## config.mk

```make
export PLATFORM = sky130hd
export DESIGN_NAME = csr_trap_ctrl
export DESIGN_NICKNAME = d
export VERILOG_FILES = /design/src/rtl/csr_trap_ctrl.sv
export SDC_FILE = /design/constraint.sdc
export NUM_CORES = 1
export LEC_CHECK = 0
export ABC_AREA = 1
export BUFFER_PORTS_ARGS = -buffer_cell sky130_fd_sc_hd__buf_4
export CAP_MARGIN = 25
export CORE_MARGIN = 8
export CORE_UTILIZATION = 45
export DETAILED_ROUTE_END_ITERATION = 7
export PLACE_DENSITY = 0.74
export SLEW_MARGIN = 20
export SYNTH_ARGS = -nofsm -noshare
export SYNTH_HDL_FRONTEND = slang
export SYNTH_SLANG_ARGS = --single-unit
```

## constraint.sdc

```tcl
create_clock -name clk -period 14 [get_ports clk]
set_input_delay 1.4 -clock clk [delete_from_list [all_inputs] [get_ports clk]]
set_output_delay 1.4 -clock clk [all_outputs]
set_load 0.03 [all_outputs]
```

## src/rtl/csr_trap_ctrl.sv

```systemverilog
// csr_trap_ctrl -- trap / CSR-write sequencer in front of the machine-mode CSR file.
//
// Owns the CSR file's single write port. In IDLE it arbitrates
// exception > interrupt > mret > CSR instruction (one accept per cycle).
// A trap runs a read mtvec / read mstatus / write mepc, mcause, mtval, mstatus
// sequence. An mret runs read mepc / read mstatus / write mstatus. Both end
// with a one-cycle redirect + flush to the front end.
//
// Optional feature macro: CSR_TRAP_IRQ_EN
//   defined   : irq_v_i takes part in arbitration and vectored mtvec is honoured.
//   undefined : irq_v_i/irq_pc_i are ignored and every trap goes to mtvec & ~3.
//
// Ports:
//   clk, rst_n                       clock, asynchronous active-high reset
//   exc_v_i/cause/pc/tval, exc_ready_o   exception request handshake
//   mret_v_i, mret_ready_o           mret request handshake
//   irq_v_i, irq_pc_i                timer interrupt request and resume PC
//   inst_v_i/adr/data, inst_ready_o  CSR instruction write request
//   csr_radr_o, csr_rdata_i          CSR file read port (combinational data)
//   csr_we_o, csr_wadr_o, csr_wdata_o    CSR file write port
//   redirect_v_o, redirect_pc_o      one-cycle redirect and flush
//   busy_o                           sequencer not in IDLE
module csr_trap_ctrl #(
    parameter int XLEN = 32
) (
    input  logic            clk,
    input  logic            rst_n,
    input  logic            exc_v_i,
    input  logic [XLEN-1:0] exc_cause_i,
    input  logic [XLEN-1:0] exc_pc_i,
    input  logic [XLEN-1:0] exc_tval_i,
    output logic            exc_ready_o,
    input  logic            mret_v_i,
    output logic            mret_ready_o,
    input  logic            irq_v_i,
    input  logic [XLEN-1:0] irq_pc_i,
    input  logic            inst_v_i,
    input  logic [11:0]     inst_adr_i,
    input  logic [XLEN-1:0] inst_data_i,
    output logic            inst_ready_o,
    output logic [11:0]     csr_radr_o,
    input  logic [XLEN-1:0] csr_rdata_i,
    output logic            csr_we_o,
    output logic [11:0]     csr_wadr_o,
    output logic [XLEN-1:0] csr_wdata_o,
    output logic            redirect_v_o,
    output logic [XLEN-1:0] redirect_pc_o,
    output logic            busy_o
);

    localparam logic [11:0] A_MSTATUS = 12'h300;
    localparam logic [11:0] A_MTVEC   = 12'h305;
    localparam logic [11:0] A_MEPC    = 12'h341;
    localparam logic [11:0] A_MCAUSE  = 12'h342;
    localparam logic [11:0] A_MTVAL   = 12'h343;

    typedef enum logic [3:0] {
        S_IDLE, S_RD_TVEC, S_RD_STATUS, S_W_EPC, S_W_CAUSE, S_W_TVAL,
        S_W_STATUS, S_M_RD_EPC, S_M_RD_STATUS, S_M_W_STATUS, S_REDIR
    } state_t;

    state_t          r_state, w_next;
    logic [XLEN-1:0] r_cause, r_pc, r_tval, r_status, r_tgt;

    // Accept logic. Readies are held low while reset is asserted so that
    // every output reads 0 during reset.
    logic w_idle, w_irq_req, w_exc_acc, w_irq_acc, w_mret_acc, w_inst_acc;
    assign w_idle = (r_state == S_IDLE) & ~rst_n;

`ifdef CSR_TRAP_IRQ_EN
    assign w_irq_req = irq_v_i;
`else
    logic w_unused_irq;
    assign w_unused_irq = ^{irq_v_i, irq_pc_i};
    assign w_irq_req    = 1'b0;
`endif

    assign w_exc_acc  = w_idle & exc_v_i;
    assign w_irq_acc  = w_idle & ~exc_v_i & w_irq_req;
    assign w_mret_acc = w_idle & ~exc_v_i & ~w_irq_req & mret_v_i;
    assign w_inst_acc = w_idle & ~exc_v_i & ~w_irq_req & ~mret_v_i & inst_v_i;

    // Trap target from the mtvec value on the read bus during RD_TVEC.
    logic [XLEN-1:0] w_tbase, w_ttgt;
    assign w_tbase = csr_rdata_i & ~XLEN'(3);
`ifdef CSR_TRAP_IRQ_EN
    // Vectored only for interrupts with mode 1; modes 2/3 fall back to direct.
    // 4*cause[XLEN-2:0] modulo 2^XLEN drops the top two cause bits.
    assign w_ttgt = (csr_rdata_i[1:0] == 2'b01 && r_cause[XLEN-1])
                  ? w_tbase + {r_cause[XLEN-3:0], 2'b00} : w_tbase;
`else
    assign w_ttgt = w_tbase;
`endif

    // mstatus images written on trap entry and on mret.
    logic [XLEN-1:0] w_st_trap, w_st_mret;
    always_comb begin
        w_st_trap        = r_status;
        w_st_trap[7]     = r_status[3];
        w_st_trap[3]     = 1'b0;
        w_st_trap[12:11] = 2'b11;
        w_st_mret        = r_status;
        w_st_mret[3]     = r_status[7];
        w_st_mret[7]     = 1'b1;
        w_st_mret[12:11] = 2'b11;
    end

    // State register.
    always_ff @(posedge clk or posedge rst_n) begin
        if (rst_n) r_state <= S_IDLE;
        else       r_state <= w_next;
    end

    // Next-state logic.
    always_comb begin
        w_next = r_state;
        case (r_state)
            S_IDLE: begin
                if (w_exc_acc | w_irq_acc) w_next = S_RD_TVEC;
                else if (w_mret_acc)       w_next = S_M_RD_EPC;
            end
            S_RD_TVEC:     w_next = S_RD_STATUS;
            S_RD_STATUS:   w_next = S_W_EPC;
            S_W_EPC:       w_next = S_W_CAUSE;
            S_W_CAUSE:     w_next = S_W_TVAL;
            S_W_TVAL:      w_next = S_W_STATUS;
            S_W_STATUS:    w_next = S_REDIR;
            S_M_RD_EPC:    w_next = S_M_RD_STATUS;
            S_M_RD_STATUS: w_next = S_M_W_STATUS;
            S_M_W_STATUS:  w_next = S_REDIR;
            S_REDIR:       w_next = S_IDLE;
            default:       w_next = S_IDLE;
        endcase
    end

    // Latched trap fields, mstatus snapshot and redirect target.
    always_ff @(posedge clk or posedge rst_n) begin
        if (rst_n) begin
            r_cause  <= '0;
            r_pc     <= '0;
            r_tval   <= '0;
            r_status <= '0;
            r_tgt    <= '0;
        end else begin
            if (w_exc_acc) begin
                r_cause <= exc_cause_i;
                r_pc    <= exc_pc_i;
                r_tval  <= exc_tval_i;
            end
`ifdef CSR_TRAP_IRQ_EN
            else if (w_irq_acc) begin
                r_cause <= {1'b1, {(XLEN-4){1'b0}}, 3'd7};
                r_pc    <= irq_pc_i;
                r_tval  <= '0;
            end
`endif
            case (r_state)
                S_RD_TVEC:                  r_tgt    <= w_ttgt;
                S_M_RD_EPC:                 r_tgt    <= csr_rdata_i & ~XLEN'(3);
                S_RD_STATUS, S_M_RD_STATUS: r_status <= csr_rdata_i;
                default: ;
            endcase
        end
    end

    // Output logic.
    always_comb begin
        exc_ready_o   = w_exc_acc;
        mret_ready_o  = w_mret_acc;
        inst_ready_o  = w_inst_acc;
        csr_radr_o    = '0;
        csr_we_o      = 1'b0;
        csr_wadr_o    = '0;
        csr_wdata_o   = '0;
        redirect_v_o  = 1'b0;
        redirect_pc_o = '0;
        busy_o        = (r_state != S_IDLE);
        case (r_state)
            S_IDLE: if (w_inst_acc) begin
                csr_we_o    = 1'b1;
                csr_wadr_o  = inst_adr_i;
                csr_wdata_o = inst_data_i;
            end
            S_RD_TVEC:                  csr_radr_o = A_MTVEC;
            S_RD_STATUS, S_M_RD_STATUS: csr_radr_o = A_MSTATUS;
            S_M_RD_EPC:                 csr_radr_o = A_MEPC;
            S_W_EPC:      begin csr_we_o = 1'b1; csr_wadr_o = A_MEPC;    csr_wdata_o = r_pc & ~XLEN'(3); end
            S_W_CAUSE:    begin csr_we_o = 1'b1; csr_wadr_o = A_MCAUSE;  csr_wdata_o = r_cause;          end
            S_W_TVAL:     begin csr_we_o = 1'b1; csr_wadr_o = A_MTVAL;   csr_wdata_o = r_tval;           end
            S_W_STATUS:   begin csr_we_o = 1'b1; csr_wadr_o = A_MSTATUS; csr_wdata_o = w_st_trap;        end
            S_M_W_STATUS: begin csr_we_o = 1'b1; csr_wadr_o = A_MSTATUS; csr_wdata_o = w_st_mret;        end
            S_REDIR: begin
                redirect_v_o  = 1'b1;
                redirect_pc_o = r_tgt;
            end
            default: ;
        endcase
    end

endmodule

```

==> results.json <==
{
  "hp-class": "reg -> reg",
  "status": "finished, final reports clean",
  "layout_commonest_cell": "nand2_1",
  "dp_hpwl_um": 18770,
  "critPathLaunchType": "flop",
  "ys_seq_elements": 158,
  "tns_ns": 0,
  "stdcell_count": 1596,
  "synth_edf_count": 0,
  "clock_sinks": 158,
  "fillers": 1669,
  "path_clk_slew_ns": 0.06,
  "ir_drop_mv": 0.1257,
  "placed_cells": 1563,
  "wire_per_inst_um": 16.33,
  "switching_power_mw": 0.9802,
  "cts.repair.resized": 0,
  "synth.avg_cell_area_sq_um": 7.102,
  "design.die.area_sq_um": 22420,
  "ys_warn_count": 0,
  "first_pass_iters": 7,
  "fin_crit_sh": 0.3409,
  "syn2layout_area_growth_pct": 31.89,
  "pwr-share-comb": 0.443,
  "clock_skew_ns": 0.008497,
  "cts-root-buf": "clkbuf_16",
  "antenna_found_initial": 1,
  "die_h_um": 149.7,
  "required_ns": 12.60,
  "setup_viol": 0,
  "cpLargestDelayFamily": "simple AND/OR/NAND/NOR gates",
  "timing.rr.start": "r_state[1]",
  "clk_latency_ns": 0.42,
  "rsz0062_at_grt": "false",
  "regArea_sq_um": 3954,
  "r2r-end": "r_pc[14]",
  "viasPerCell": 5.041,
  "diodes": 0,
  "start_util": 0.4526,
  "crit_path_max_fanout": 35,
  "h-tree-depth": 4,
  "core_area_sq_um": 17780,
  "p_leak_nw": 5.959,
  "grt_pass1_wl_um": 41440,
  "dominantRegCellSynth": "dfrtp_1",
  "critPathBufInv": 1,
  "drt_iter0_markers": 562,
  "internal_power_mw": 1.245,
  "cts_tree": "yes",
  "min_period_ns": 4.773,
  "p_per_area_nw_per_um2": 209.7,
  "clk_path_buf_depth": 2,
  "place_area_sq_um": 10010,
  "cp_slowest_stage_delay_ns": 0.70,
  "multiInputGateArea_sq_um": 3485,
  "cts_buffers": 17,
  "final_nets": 1565,
  "timing.fmax_mhz": 209.5,
  "grt-ovfl-total": 0,
  "path_cells": "nor2_2 -> nand2_2 -> nor2_4 -> nand3_1 -> o21ai_0 -> buf_4",
  "cp_slowest_cell": "nor2_4",
  "cp.arrival_ns": 3.37,
  "finalInstanceArea_sq_um": 10610,
  "grt_max_degree": 95,
  "hold_buffers": 0,
  "p_seq_frac": 0.354,
  "rr_worst_depth": 8,
  "chipWidth_um": 149.7,
  "grtUsageTotal": 0.2352,
  "relSlewSlack": 0.3648,
  "synth_top_area_frac": 0.4914,
  "cts_setup_buffers": 0,
  "startpoint": "r_state[1]",
  "setup.worst_path.end": "csr_wadr_o[8]",
  "report.final.slew_viol_count": 0,
  "grt_pass1_vias": 8263,
  "yosys.cell_types.count": 21,
  "setup_slack_ns": 9.227,
  "drc": 0,
  "syn_inst": 1133,
  "syn_area_sq_um": 8046,
  "vias": 8046,
  "layout_common_cells": "nand2_1, buf_4, dfrtp_1",
  "hold_viol": 0,
  "num_rows": 49,
  "dpl_worst_slack_ns": 9.035,
  "wl_um": 26070,
  "io_buffer_count": 259,
  "switching_share": 0.4405,
  "worstMarginPinSlew_ns": 0.9518,
  "drive_above_1_share": 0.2304,
  "ys_seq_area_frac": 0.4914,
  "synth_area_leader_cell": "dfrtp_1",
  "reg2reg_slack_ns": 10.57,
  "postSynth.asyncResetShare": 1.000,
  "ant_nets": 0,
  "final_util": 0.5969,
  "p_clk_frac": 0.203,
  "cp.depth": 6,
  "critPathKind": "reg -> out",
  "setup.worst_path.end_class": "output port",
  "netlist_top_cells_area": "dfrtp_1, nand2_1, nand3_1, nor2_1, inv_1",
  "io_pins": 304,
  "place.gp.congestion": 0.8333,
  "drv_cap": 0
}
## worst min-delay path, stage by stage, from the launching register on
cell	delay, ns
dfrtp_1	0.34
nand2_1	0.06
nand2_1	0.05
## power groups by stage
stage	Sequential, mW	Combinational [mW]	Clock (mW)
after floorplan	0.764	0.676	0
after global placement	0.784	0.967	0
after detailed placement	0.791	0.986	0
after CTS	0.786	0.991	0.458
after global routing	0.815	1.10	0.477
final	0.788	0.986	0.451
## cell families after synthesis
family                 synth area share
other                         0.0004660
flip-flops                       0.4914
AND/OR/NAND/NOR                  0.4012
AO/OA/AOI/OAI                   0.02519
buffers and inverters           0.08179
## worst min-delay path by stage
stage	slack [ns]	end	from	depth (start not counted)
2_1_floorplan	0.44	r_status[0]	r_status[0]	2
3_3_place_gp	0.45	r_status[0]	r_status[0]	2
3_5_place_dp	0.47	r_pc[24]	r_pc[24]	2
4_1_cts	0.48	r_status[1]	r_status[1]	2
5_1_grt	0.50	r_cause[25]	r_cause[25]	2
6_report	0.48	r_pc[8]	r_pc[8]	2
## final cells by class
cell class,instances,area share
clock buffer,19,0.04174
clock inverter,12,0.01191
inverter,66,0.02382
multi-input combinational,841,0.3283
sequential,158,0.3726
tap,229,0.02700
timing repair buffer,271,0.1946
## metal layers
metal,vias to the layer above,global-route usage,share of wire
li1,3945,-,-
met4,2,0.1259,0.043
met5,-,0,0.00038
met1,3728,0.2771,0.40
met2,314,0.3932,0.48
met3,57,0.05383,0.075
## registers in the layout (all words and copies together) (netlist names)
register  flops
r_status     30
r_cause      32
r_tgt        30
r_tval       32
r_state       4
r_pc         30
## synthesized netlist by cell type, types with 3 or more instances
cell type and count:
nor2_2 4, buf_2 34, buf_1 5, nand2_1 548
inv_1 63, a21oi_1 3, o21ai_0 36, nor2_1 88
clkbuf_1 21, buf_6 6, nand4_1 33, nand3_1 116
buf_4 10, dfrtp_1 158
## metrics by stage
stage	power (mW)	hold WS, ns
6_report	2.225	0.4777
5_1_grt	2.391	0.4972
4_1_cts	2.235	0.4823
3_5_place_dp	1.777	0.4654
3_3_place_gp	1.750	0.4545
2_1_floorplan	1.441	0.4422
No activity file was read; power rests on OpenSTA's default activity.
